### src/rtl/timed_overlay.sv
// rtl/timed_overlay.sv - time-limited framed progress-bar overlay for a pixel stream
//
// Purpose:
//   On a rising edge of state_in into TRIG_STATE the overlay becomes active
//   for DURATION clk cycles. While active it draws a rectangular frame and a
//   progress bar that grows from left to right inside the frame. The bar
//   fills the inner width once over the active period. Completion pulses
//   finished_out. abort_in cancels the overlay without a pulse.
//
// Ports:
//   clk          in   pixel clock
//   rst          in   synchronous active-high reset
//   hcount_in    in   [10:0] current pixel column
//   vcount_in    in   [9:0]  current pixel row
//   state_in     in   [3:0]  game state, watched for entry into TRIG_STATE
//   abort_in     in   cancels an active overlay
//   busy_out     out  high while the overlay is active
//   finished_out out  one-cycle pulse on normal completion
//   pixel_out    out  [11:0] overlay colour, 0 where transparent (1-cycle latency)

module timed_overlay #(
    parameter int          X0          = 128,
    parameter int          Y0          = 384,
    parameter int          W           = 768,
    parameter int          H           = 192,
    parameter int          BORDER      = 8,
    parameter logic [11:0] FRAME_COLOR = 12'hFFF,
    parameter logic [11:0] BAR_COLOR   = 12'h0F0,
    parameter int          DURATION    = 32500000,
    parameter logic [3:0]  TRIG_STATE  = 4'h0,
    parameter int          RETRIGGER   = 0
) (
    input  logic        clk,
    input  logic        rst,
    input  logic [10:0] hcount_in,
    input  logic [9:0]  vcount_in,
    input  logic [3:0]  state_in,
    input  logic        abort_in,
    output logic        busy_out,
    output logic        finished_out,
    output logic [11:0] pixel_out
);

    // Bar geometry: the bar spans the inner width once over DURATION cycles.
    localparam int IW       = W - 2 * BORDER;
    localparam int STEP_RAW = DURATION / IW;
    localparam int STEP     = (STEP_RAW < 1) ? 1 : STEP_RAW;
    localparam int CW       = $clog2(DURATION + 1);
    localparam int FW       = $clog2(IW + 1);
    localparam int SW       = $clog2(STEP + 1);

    localparam logic [CW-1:0] CNT_LAST  = CW'(DURATION - 1);
    localparam logic [FW-1:0] FILL_MAX  = FW'(IW);
    localparam logic [SW-1:0] STEP_LAST = SW'(STEP - 1);

    // Rectangle edges held at 32 bits so no sum can wrap.
    localparam logic [31:0] OX0 = 32'(X0);
    localparam logic [31:0] OX1 = 32'(X0 + W);
    localparam logic [31:0] OY0 = 32'(Y0);
    localparam logic [31:0] OY1 = 32'(Y0 + H);
    localparam logic [31:0] IX0 = 32'(X0 + BORDER);
    localparam logic [31:0] IX1 = 32'(X0 + W - BORDER);
    localparam logic [31:0] IY0 = 32'(Y0 + BORDER);
    localparam logic [31:0] IY1 = 32'(Y0 + H - BORDER);

    typedef enum logic {
        IDLE   = 1'b0,
        ACTIVE = 1'b1
    } state_t;

    state_t        state, state_nx;
    logic [CW-1:0] count, count_nx;
    logic [FW-1:0] fill, fill_nx;
    logic [SW-1:0] step_cnt, step_cnt_nx;
    logic          finished_q, finished_nx;
    logic [3:0]    prev_state;
    logic [11:0]   pixel_q, pixel_nx;
    logic          trig;

    logic [31:0] h, v;
    logic        in_outer, in_inner, is_frame, is_bar;

    // Only a transition into TRIG_STATE triggers; holding it does not re-arm.
    assign trig = (state_in == TRIG_STATE) && (prev_state != TRIG_STATE);

    always_ff @(posedge clk) begin
        if (rst) begin
            state      <= IDLE;
            count      <= '0;
            fill       <= '0;
            step_cnt   <= '0;
            finished_q <= 1'b0;
            pixel_q    <= 12'h000;
            // Inverted so that TRIG_STATE right after reset is seen as a trigger.
            prev_state <= ~TRIG_STATE;
        end else begin
            state      <= state_nx;
            count      <= count_nx;
            fill       <= fill_nx;
            step_cnt   <= step_cnt_nx;
            finished_q <= finished_nx;
            pixel_q    <= pixel_nx;
            prev_state <= state_in;
        end
    end

    always_comb begin
        state_nx    = state;
        count_nx    = count;
        fill_nx     = fill;
        step_cnt_nx = step_cnt;
        finished_nx = 1'b0;
        case (state)
            IDLE: begin
                if (trig) begin
                    state_nx    = ACTIVE;
                    count_nx    = '0;
                    fill_nx     = '0;
                    step_cnt_nx = '0;
                end
            end
            ACTIVE: begin
                // Priority: abort, then retrigger, then completion, then run.
                if (abort_in) begin
                    state_nx    = IDLE;
                    count_nx    = '0;
                    fill_nx     = '0;
                    step_cnt_nx = '0;
                end else if (trig && (RETRIGGER != 0)) begin
                    count_nx    = '0;
                    fill_nx     = '0;
                    step_cnt_nx = '0;
                end else if (count == CNT_LAST) begin
                    state_nx    = IDLE;
                    count_nx    = '0;
                    fill_nx     = '0;
                    step_cnt_nx = '0;
                    finished_nx = 1'b1;
                end else begin
                    count_nx = count + CW'(1);
                    if (step_cnt == STEP_LAST) begin
                        step_cnt_nx = '0;
                        if (fill != FILL_MAX) begin
                            fill_nx = fill + FW'(1);
                        end
                    end else begin
                        step_cnt_nx = step_cnt + SW'(1);
                    end
                end
            end
            default: begin
                state_nx = IDLE;
            end
        endcase
    end

    always_comb begin
        h        = {21'b0, hcount_in};
        v        = {22'b0, vcount_in};
        in_outer = (h >= OX0) && (h < OX1) && (v >= OY0) && (v < OY1);
        in_inner = (h >= IX0) && (h < IX1) && (v >= IY0) && (v < IY1);
        is_frame = in_outer && !in_inner;
        is_bar   = in_inner && (h < (IX0 + 32'(fill)));
        pixel_nx = 12'h000;
        if (state == ACTIVE) begin
            if (is_frame) begin
                pixel_nx = FRAME_COLOR;
            end else if (is_bar) begin
                pixel_nx = BAR_COLOR;
            end
        end
    end

    assign busy_out     = (state == ACTIVE);
    assign finished_out = finished_q;
    assign pixel_out    = pixel_q;

endmodule

### config.mk
export PLATFORM = sky130hd
export DESIGN_NAME = timed_overlay
export DESIGN_NICKNAME = d
export VERILOG_FILES = /design/src/rtl/timed_overlay.sv
export SDC_FILE = /design/constraint.sdc
export NUM_CORES = 1
export LEC_CHECK = 0
export ABC_AREA = 0
export BUFFER_PORTS_ARGS = -buffer_cell sky130_fd_sc_hd__buf_2
export CAP_MARGIN = 15
export CORE_MARGIN = 5
export CORE_UTILIZATION = 54
export DETAILED_ROUTE_END_ITERATION = 6
export HOLD_SLACK_MARGIN = 0.02
export MAX_ROUTING_LAYER = met4
export PLACE_DENSITY = 0.74
export SETUP_SLACK_MARGIN = 0.1
export SLEW_MARGIN = 20
export SYNTH_ARGS = -nofsm -noshare
export SYNTH_HDL_FRONTEND = slang
export SYNTH_SLANG_ARGS = --single-unit
### constraint.sdc
create_clock -name clk -period 3.2 [get_ports clk]
set_input_delay 0.16 -clock clk [delete_from_list [all_inputs] [get_ports clk]]
set_output_delay 0.16 -clock clk [all_outputs]
set_load 0.02 [all_outputs]
==> results by group, run 1 <==
Synth
  – Post-Syn Nets: 426
  – Number of synthesized flops with an enable pin: 0
  – Top cells by count, synth: dfxtp_1 (59), nor2_1 (49), nand3_1 (24), a21oi_1 (22), xor2_1 (22)
  – Yosys synthesis warning count: 0
  – Share of the synthesized area in the top cell type: 0.3657
  – Seq/Total Area, Yosys: 0.3657
  – Synth area leaders: dfxtp_1 (37%), ha_1 (6.2%), xor2_1 (6.0%)
  – Synth Register Bits: slightly below 60
  – Async S/R FF share, synth: 0
  – Avg Cell Area, Syn: about 8.5 µm²
  – Netlist cell types: 47
  – Leading area contributor after synthesis: dfxtp_1
  – Main synth FF type: dfxtp_1
  – Mapped Area: 3229 µm²
  – Mapped Cells: 382
  – Most frequent cell after synthesis: dfxtp_1

Global route
  – Grt total ovfl: 0
  – Total Routing Usage GR: 0.1992
  – First-pass GRT wire length: 11720 µm
  – Via count of the first global-routing pass: around 2700
  – Largest net degree at the start of global routing: 21
  – Antenna violations before repair: 0

Job
  – Number of max-cap violations: 0

Place
  – Dpl cells: roughly 480
  – Placer Congestion: roughly 0.78
  – Area post-placement: about 3400 µm²
  – DP HPWL: 4913 µm
  – IO Port Bufs: 38

Critical path
  – CP max stage delay: roughly 0.56 ns
  – Critical Path Source Type: flip-flop
  – Crit Path Category: flip-flop to flip-flop
  – Sequence of cells on the critical path: or4b_1 > or3_4 > o41a_1 > buf_4 > a2111oi_4 > xnor2_1 > nor2_1
  – Delay-heaviest family, CP: simple AND/OR/NAND/NOR gates
  – Slowest stage cell, crit path: o41a_1
  – Buf+Inv Stages, Crit Path: 1
  – Worst setup EP type: flip-flop
  – Arrival @ worst endpoint: between 2 and 3 ns
  – Worst Path Max Fanout: 7
  – Req. time, crit path: 3.42 ns

Timing
  – Worst hold margin: ~0.18 ns
  – Final setup vio count: 0
  – Max-slew violations: 0
  – Setup TNS: 0 ns
  – Final Cycle Share: 0.8360
  – Final Hold Vio Count: 0
  – Slew headroom: 0.5338
  – Unrepaired setup endpoints after global routing: false
  – Fin crit period: 2.675 ns
  – Clock Skew: about 0.0067 ns
  – Worst-margin pin slew: slightly below 0.7 ns
  – Maximum clock rate: 373.8 MHz

Die
  – Core footprint: 5851 µm²
  – Row count: 28
  – Die area: ~7600 µm²
  – Initial core utilization: 0.5520
  – Io pins: 42
  – Die width: around 87 µm
  – DIE HEIGHT: just under 90 µm

Routing
  – First-iteration detailed-routing DRC count: 136
  – # DRC: 0
  – Wl on met1: around 3100 µm
  – Vias per cell: 5.607
  – Initial DRT Pass Iterations: 4
  – Met2 WL post-DR: 3414 µm
  – Routed via count: ~2800
  – Routed Antenna Nets: 0
  – Max Used Layer: met4
  – Final Routed Wirelength: ~6900 µm
  – Wire length on met3: 215 µm
  – Average wire per standard cell: around 14 µm

Cells and area
  – Area Growth Syn to Fin: 14.61%
  – Multi-input gate area: 1873 µm²
  – Cell Count, Final, Fillers Out: about 500
  – Register Area: ~1200 µm²
  – # fillers: 531
  – Post-layout nets: between 400 and 500
  – Final Core Density: 0.6326
  – Diodes inserted: 0
  – Finished Cell Area: between 3000 and 4000 µm²
  – Layout cell share with drive strength beyond 1: 0.1675

Status
  – Status: finished clean

Pwr
  – Leak: 0.001387 µW
  – VDD IR-drop max: roughly 0.00025 V
  – PD cells: around 420 nW/µm²

Clock tree
  – CTS tree: built
  – PostCTS Resize Cnt: 0
  – Clock sink count: a little under 60
  – CTS Hold Bufs: 4
  – CTS Buf Count: 9
  – Maximum root-to-sink buffer count: 2
  – Post-CTS Setup Repair Bufs: 0
  – CTS H-tree lvls: 3
  – Clock-pin slew on the worst setup and hold paths: 0.07 ns
  – Root Driver: clkbuf_8
  – Worst-Skew Late Latency: approximately 0.34 ns

Worst hold path
  – Worst hold path type: input port to flip-flop
==> state kept, by name, indices dropped and copies added (netlist names) <==
signal / cells
prev_state: 4
finished_out: 1
count: 25
fill: 10
step_cnt: 16
pixel_out: 2
busy_out: 1
==> layer usage <==
layer	track usage	vias to the layer above
met1	0.2323	1323
met4	0.06416	0
met5	-	-
met2	0.3308	31
li1	-	1435
met3	0.05487	9
==> worst paths after layout <==
| kind | endpoint | slack [ns] | from | cells after the start |
|---|---|---|---|---|
| worst min register to register | count[18] | 0.49 | count[18] | 2 |
| worst max register to register | fill[8] | 0.52 | count[9] | 7 |
| worst max-delay path | fill[8] | 0.52 | count[9] | 7 |
| worst min-delay path | finished_out | 0.18 | abort_in | 3 |
==> placed cells by master, fill, tap and decap left out, drive strengths merged, types with 3 or more instances in the layout <==
cell type | synthesis | final
a211oi | 4 | 4
a21o | 4 | 4
a21oi | 24 | 24
a311oi | 3 | 3
a31oi | 6 | 6
and3 | 7 | 7
and4 | 4 | 4
buf | 16 | 46
clkbuf | 8 | 12
dfxtp | 59 | 59
dlygate4sd3 | 0 | 4
ha | 16 | 16
inv | 10 | 10
nand2 | 20 | 20
nand2b | 4 | 4
nand3 | 24 | 24
nand4 | 17 | 17
nor2 | 49 | 49
nor3 | 6 | 6
nor4 | 4 | 4
nor4b | 3 | 3
o21ai | 15 | 15
or2 | 5 | 5
or3 | 8 | 8
or4 | 4 | 4
xnor2 | 17 | 17
xor2 | 22 | 22
==> cell type report <==
cell class,instances,share of cell area
clock inverters,4,0.01285
inverters,10,0.01014
well taps,75,0.02535
flip-flops and latches,59,0.3191
multi-input cells,289,0.5061
clock buffers,12,0.04462
repair buffers,50,0.08181
==> worst register-to-register path: stages, from the launching register on <==
cell and delay [ns]:
dfxtp_1 0.34, or4b_1 0.53, or3_4 0.41, o41a_1 0.56, buf_4 0.22, a2111oi_4 0.30
xnor2_1 0.15, nor2_1 0.05
==> metrics by stage <==
step	setup WS, ns	power (µW)
finish	0.5247	1541
global route	0.4017	1607
CTS	0.5275	1553
detailed placement	0.5305	837.5
global placement	0.5261	835.5
floorplan	0.7763	802.7
==> cell families (layout without fill, tap and decap cells) <==
kind of cell	Yosys count	in the layout	synth area share
AOI/OAI and AO/OA	65	65	0.1333
xor gates and xnor gates	39	39	0.1058
adders and majority gates	16	16	0.06199
buffers and inverters	34	76	0.05424
DFF	59	59	0.3657
and+or+nand+nor	169	169	0.2790
==> where the power goes <==
group	total (µW)	internal [µW]	switching, µW
sequential	742	739	3.22
combinational	82.2	36.6	45.6
clock	716	420	296
total	1540	1200	345
(Power assumes the default switching activity.)
==> run 2: changes to the inputs <==
- clock period: 3.2 -> 2.6 ns (I/O delays scaled with it)
==> run 2 against run 1 <==
Compared with the run above: global-route usage is essentially flat; first-iteration DRC count down 13%; sequential cell count did not move; sequential power up 23%; clock power fell by 3%; die area unchanged; maximum frequency grew 14%; cell area up 1.1%; critical endpoint unchanged.
==> results by group, run 2 (synthesis results as in run 1) <==
Status
  – Status: finished clean

Critical path
  – Req. time, crit path: between 2 and 3 ns
  – R2R Setup Slk: about 0.25 ns
  – Reg2reg end: fill[8]
  – Crit Path Category: flip-flop to flip-flop
  – CP max stage delay: 0.53 ns
  – Worst Path Max Fanout: 11
  – Number of cells on the worst reg-to-reg path: 6
  – Delay-heaviest family, CP: simple AND/OR/NAND/NOR gates
  – Critical Path Source Type: flip-flop
  – Buf+Inv Stages, Crit Path: 0
  – Sequence of cells on the critical path: or4b_1 > or3_4 > o41a_4 > a2111oi_4 > xnor2_1 > nor2_1
  – Slowest stage cell, crit path: or4b_1
  – Worst setup EP type: flip-flop
  – FF-to-FF Start: count[9]
  – Arrival @ worst endpoint: about 2.6 ns

Global route
  – Via count of the first global-routing pass: around 2700
  – First-pass GRT wire length: 11870 µm
  – Grt total ovfl: 0
  – Antenna violations before repair: 0
  – Largest net degree at the start of global routing: 21
  – Total Routing Usage GR: 0.1992

Die
  – Die area: 7627 µm²
  – Die width: approximately 87 µm
  – Row count: 28
  – Io pins: between 40 and 50
  – Initial core utilization: 0.5520
  – Core footprint: 5851 µm²
  – DIE HEIGHT: 87.33 µm

Cells and area
  – Area Growth Syn to Fin: 15.85%
  – Commonest non-fill, non-tap cell in the layout: dfxtp_1
  – Diodes inserted: 0
  – Final Core Density: 0.6394
  – Layout cell share with drive strength beyond 1: 0.1791
  – Most flop-heavy register: count
  – Biggest regs: count (25), step_cnt (16), fill (10)
  – Most frequent cells in the layout: dfxtp_1 (59), nor2_1 (49), buf_2 (38)
  – Post-layout nets: 470
  – Finished Cell Area: about 3700 µm²
  – Max FFs per register: 25

Place
  – Placer Congestion: approximately 0.84
  – Area post-placement: roughly 3500 µm²
  – DP Worst Slack: 0.05353 ns
  – IO Port Bufs: 38
  – DP HPWL: ~5000 µm

Clock tree
  – Root Driver: clkbuf_8
  – CTS H-tree lvls: 3
  – Clock-pin slew on the worst setup and hold paths: ~0.060 ns
  – CTS tree: built
  – Maximum root-to-sink buffer count: 2
  – Worst-Skew Late Latency: roughly 0.33 ns
  – CTS Buf Count: 9
  – Clock sink count: between 50 and 60

Timing
  – Worst-margin pin slew: just under 0.5 ns
  – Final worst setup slack: between 0.2 and 0.25 ns
  – Slew headroom: 0.6687
  – Final setup vio count: 0
  – Final Hold Vio Count: 0
  – Maximum clock rate: 425.3 MHz
  – Unrepaired setup endpoints after global routing: false
  – Worst hold margin: about 0.17 ns
  – Clock Skew: just under 0.009 ns
  – Max-slew violations: 0
  – Setup TNS: 0 ns
  – Final Cycle Share: 0.9042
  – Fin crit period: 2.351 ns

Routing
  – First-iteration detailed-routing DRC count: between 100 and 150
  – # DRC: 0
  – Initial DRT Pass Iterations: 5
  – Average wire per standard cell: about 14 µm
  – Vias per cell: 5.543
  – Routed via count: 2799
  – Final Routed Wirelength: between 6000 and 7000 µm
  – Routed Antenna Nets: 0

Worst hold path
  – Hold_sp: abort_in
  – Worst hold path type: input port to flip-flop
  – Hold Path Sink: finished_out
  – Hold Path Depth: 3

Job
  – Number of max-cap violations: 0

Pwr
  – VDD IR-drop max: approximately 0.0004 V
  – Leak: between 0.001 and 0.0015 µW
  – PD cells: approximately 460 nW/µm²
## run 2: what timing repair did
| action | 4_1_cts | 5_1_grt |
|---|---|---|
| resized for setup | 2 | 1 |
| pin swaps | 0 | 1 |
| setup endpoints to repair | 19 | 19 |
| buffers inserted | 0 | 0 |
| hold buffers | 4 | 0 |
| endpoints found under the hold margin | 4 | 0 |
## run 2: cell type report
type / count / area, µm²
sequential: 59 / 1181
inverter: 10 / 37.54
tap: 75 / 93.84
multi-input combinational: 289 / 1888
clock buffer: 12 / 145.1
timing repair buffer: 57 / 380.4
clock inverter: 3 / 15.01
fill: 526 / 2110
## run 2: how the worst max path moves through the flow
stage | cells after the start | to | startpoint | slack, ns
floorplan | 8 | step_cnt[5] | count[9] | 0.18
global placement | 6 | fill[8] | count[9] | 0.05
detailed placement | 6 | fill[8] | count[9] | 0.05
CTS | 6 | fill[8] | count[9] | 0.11
global route | 8 | count[13] | state_in[1] | 0.15
finish | 6 | fill[8] | count[9] | 0.25
## run 2: layer usage
metal  up-vias  wire length, µm  global-route usage
li1       1453                -                   -
met1      1291             3203              0.2278
met2        42             3317              0.3397
met3        13              217             0.04447
met4         0              108             0.07252
met5         -                0                   -
## run 2: stage by stage
step,power [µW],std cells
2_1_floorplan,988.0,382
3_3_place_gp,1036,486
3_5_place_dp,1039,486
4_1_cts,1737,505
5_1_grt,1793,505
6_report,1721,505
## run 2: power by group
group          switching (µW)  internal, µW  total, µW
combinational            58.2          51.7        110
clock                     335           362        697
sequential               4.03           910        914
## run 2: worst min-delay path: cells and delay by family
kind                   cells  cell delay, ns
AND/OR/NAND/NOR            2            0.24
buffers and inverters      1            0.07
==> run 3: changes to the inputs <==
- CORE_UTILIZATION: 54 -> 35
- PLACE_DENSITY: 0.74 -> 0.52
==> run 3 against run 2 <==
Compared with the run above: clock skew rose by 0.0024 ns; largest power group unchanged; critical endpoint is now fill[4]; cell area grew 3.4%; final cell count grew 8.3%; maximum frequency decreased by 2.7%; register-to-register slack worse by 0.07 ns; worst setup slack lost 0.065 ns; highest routed layer unchanged; routed wire length up 5.4%; sequential share of layout area shrank 1.0 points; via count is 0.57% lower; clock power is 28% higher; first-iteration DRC count down 7.6%.
==> results by group, run 3 (synthesis results as in run 1) <==
Place
  – Placer Congestion: roughly 0.8
  – DP Worst Slack: around 0.084 ns
  – DP HPWL: between 5000 and 6000 µm
  – IO Port Bufs: 38

Cells and area
  – Commonest non-fill, non-tap cell in the layout: dfxtp_1
  – Post-layout nets: 475
  – # fillers: a little over 900
  – Most flop-heavy register: count
  – Multi-input gate area: about 1900 µm²
  – Register Area: 1181 µm²
  – Layout cell share with drive strength beyond 1: 0.1927
  – Area Growth Syn to Fin: 19.76%
  – Diodes inserted: 0
  – Max FFs per register: 25
  – Most frequent cells in the layout: dfxtp_1 (59), nor2_1 (49), buf_2 (38)
  – Biggest regs: count (25), step_cnt (16), fill (10)

Clock tree
  – Worst-Skew Late Latency: roughly 0.34 ns
  – Clock sink count: 59
  – Root Driver: clkbuf_8
  – Clock-pin slew on the worst setup and hold paths: about 0.07 ns
  – CTS H-tree lvls: 3
  – CTS tree: built
  – CTS Buf Count: 9
  – Maximum root-to-sink buffer count: 2

Global route
  – Via count of the first global-routing pass: between 2000 and 3000
  – Largest net degree at the start of global routing: 25
  – Grt total ovfl: 0
  – Total Routing Usage GR: 0.1370
  – Antenna violations before repair: 0
  – First-pass GRT wire length: 12410 µm

Routing
  – Routed Antenna Nets: 0
  – First-iteration detailed-routing DRC count: 109
  – Average wire per standard cell: around 13 µm
  – Routed via count: between 2000 and 3000
  – Final Routed Wirelength: roughly 7200 µm
  – Wl on met1: 3627 µm
  – Met2 WL post-DR: 3282 µm
  – # DRC: 0
  – Vias per cell: just over 5
  – Wire length on met3: around 220 µm
  – Max Used Layer: met4
  – Initial DRT Pass Iterations: 4

Timing
  – Setup TNS: 0 ns
  – Final worst setup slack: 0.1836 ns
  – Final Cycle Share: 0.9294
  – Final setup vio count: 0
  – Unrepaired setup endpoints after global routing: true
  – Max-slew violations: 0
  – Worst-margin pin slew: about 0.56 ns
  – Clock Skew: 0.01109 ns
  – Slew headroom: 0.6298
  – Fin crit period: between 2 and 2.5 ns
  – Maximum clock rate: 413.8 MHz
  – Final Hold Vio Count: 0

Critical path
  – Reg2reg end: fill[4]
  – FF-to-FF Start: count[9]
  – Critical Path Source Type: flip-flop
  – R2R Setup Slk: between 0.15 and 0.2 ns
  – Slowest stage cell, crit path: or4b_1
  – Worst Path Max Fanout: 7
  – Req. time, crit path: ~2.8 ns
  – CP max stage delay: approximately 0.54 ns
  – Arrival @ worst endpoint: approximately 2.7 ns
  – Sequence of cells on the critical path: or4b_1 > or3_4 > o41a_1 > buf_4 > a21oi_1 > xnor2_1 > nor2_1
  – Number of cells on the worst reg-to-reg path: 7
  – Crit Path Category: flip-flop to flip-flop
  – Worst setup EP type: flip-flop

Status
  – Status: finished clean

Die
  – Die area: between 10000 and 15000 µm²
  – Die width: ~110 µm
  – DIE HEIGHT: roughly 110 µm
  – Initial core utilization: 0.3545
  – Io pins: 42
  – Core footprint: ~9000 µm²
  – Row count: 35

Pwr
  – Total power: 1915 µW
  – Leak: 0.001459 µW
  – VDD IR-drop max: approximately 0.00023 V
  – PD cells: approximately 500 nW/µm²

Job
  – Number of max-cap violations: 0

Worst hold path
  – Hold Path Depth: 3
  – Hold Path Sink: finished_out
  – Hold_sp: abort_in
  – Worst hold path type: input port to flip-flop
==> run 3: worst max path at each step <==
| stage | cells after the start | end | slack (ns) | start |
|---|---|---|---|---|
| 4_1_cts | 7 | fill[4] | 0.17 | count[9] |
| 3_3_place_gp | 7 | fill[4] | 0.08 | count[9] |
| 5_1_grt | 7 | fill[4] | 0.09 | count[9] |
| 2_1_floorplan | 8 | step_cnt[5] | 0.18 | count[9] |
| 6_report | 7 | fill[4] | 0.18 | count[9] |
| 3_5_place_dp | 7 | fill[4] | 0.08 | count[9] |
==> run 3: critical path, delay by kind of cell (launching register included) <==
family / cells / cell delay, ns
DFF: 1 / 0.31
buffers and inverters: 1 / 0.23
and+or+nand+nor: 3 / 1.01
xor gates and xnor gates: 1 / 0.14
AOI/OAI and AO/OA: 2 / 0.63
==> run 3: through the flow <==
| step | utilization | std cells | hold slack, ns | instance area (µm²) |
|---|---|---|---|---|
| 2_1_floorplan | - | 382 | 0.2338 | 3229 |
| 3_3_place_gp | 0.3931 | 525 | 0.3308 | 3581 |
| 3_5_place_dp | 0.3931 | 525 | 0.3350 | 3581 |
| 4_1_cts | 0.4209 | 545 | 0.1237 | 3834 |
| 5_1_grt | 0.4246 | 547 | 0.1174 | 3867 |
| 6_report | 0.4246 | 547 | 0.1270 | 3867 |
==> run 3: power breakdown <==
group / leakage (µW) / switching [µW] / internal [µW]
Combinational: 0.000875 / 59.6 / 51.1
Sequential: 0.000476 / 4.19 / 909
Clock: 0.000108 / 373 / 518
Total: 0.00146 / 437 / 1480
==> run 3: per-layer routing <==
layer  up-vias  global-route usage
li1       1462                   -
met1      1273              0.1759
met2        38              0.2168
met3        10             0.03339
met4         0             0.03608
met5         -                   -
==> run 3: what timing repair did <==
action / in CTS / in global routing
hold buffers: 4 / 0
endpoints found under the hold margin: 4 / 0
setup endpoints to repair: 5 / 20
resized for setup: 0 / 1
pin swaps: 1 / 0
setup buffers: 0 / 2
==> run 3: final cells by class <==
class	count	share of cell area
clock buffer	12	0.04270
clock inverter	4	0.01229
inverter	10	0.009706
multi-input combinational	289	0.4859
sequential	59	0.3054
tap	111	0.03591
timing repair buffer	62	0.1081
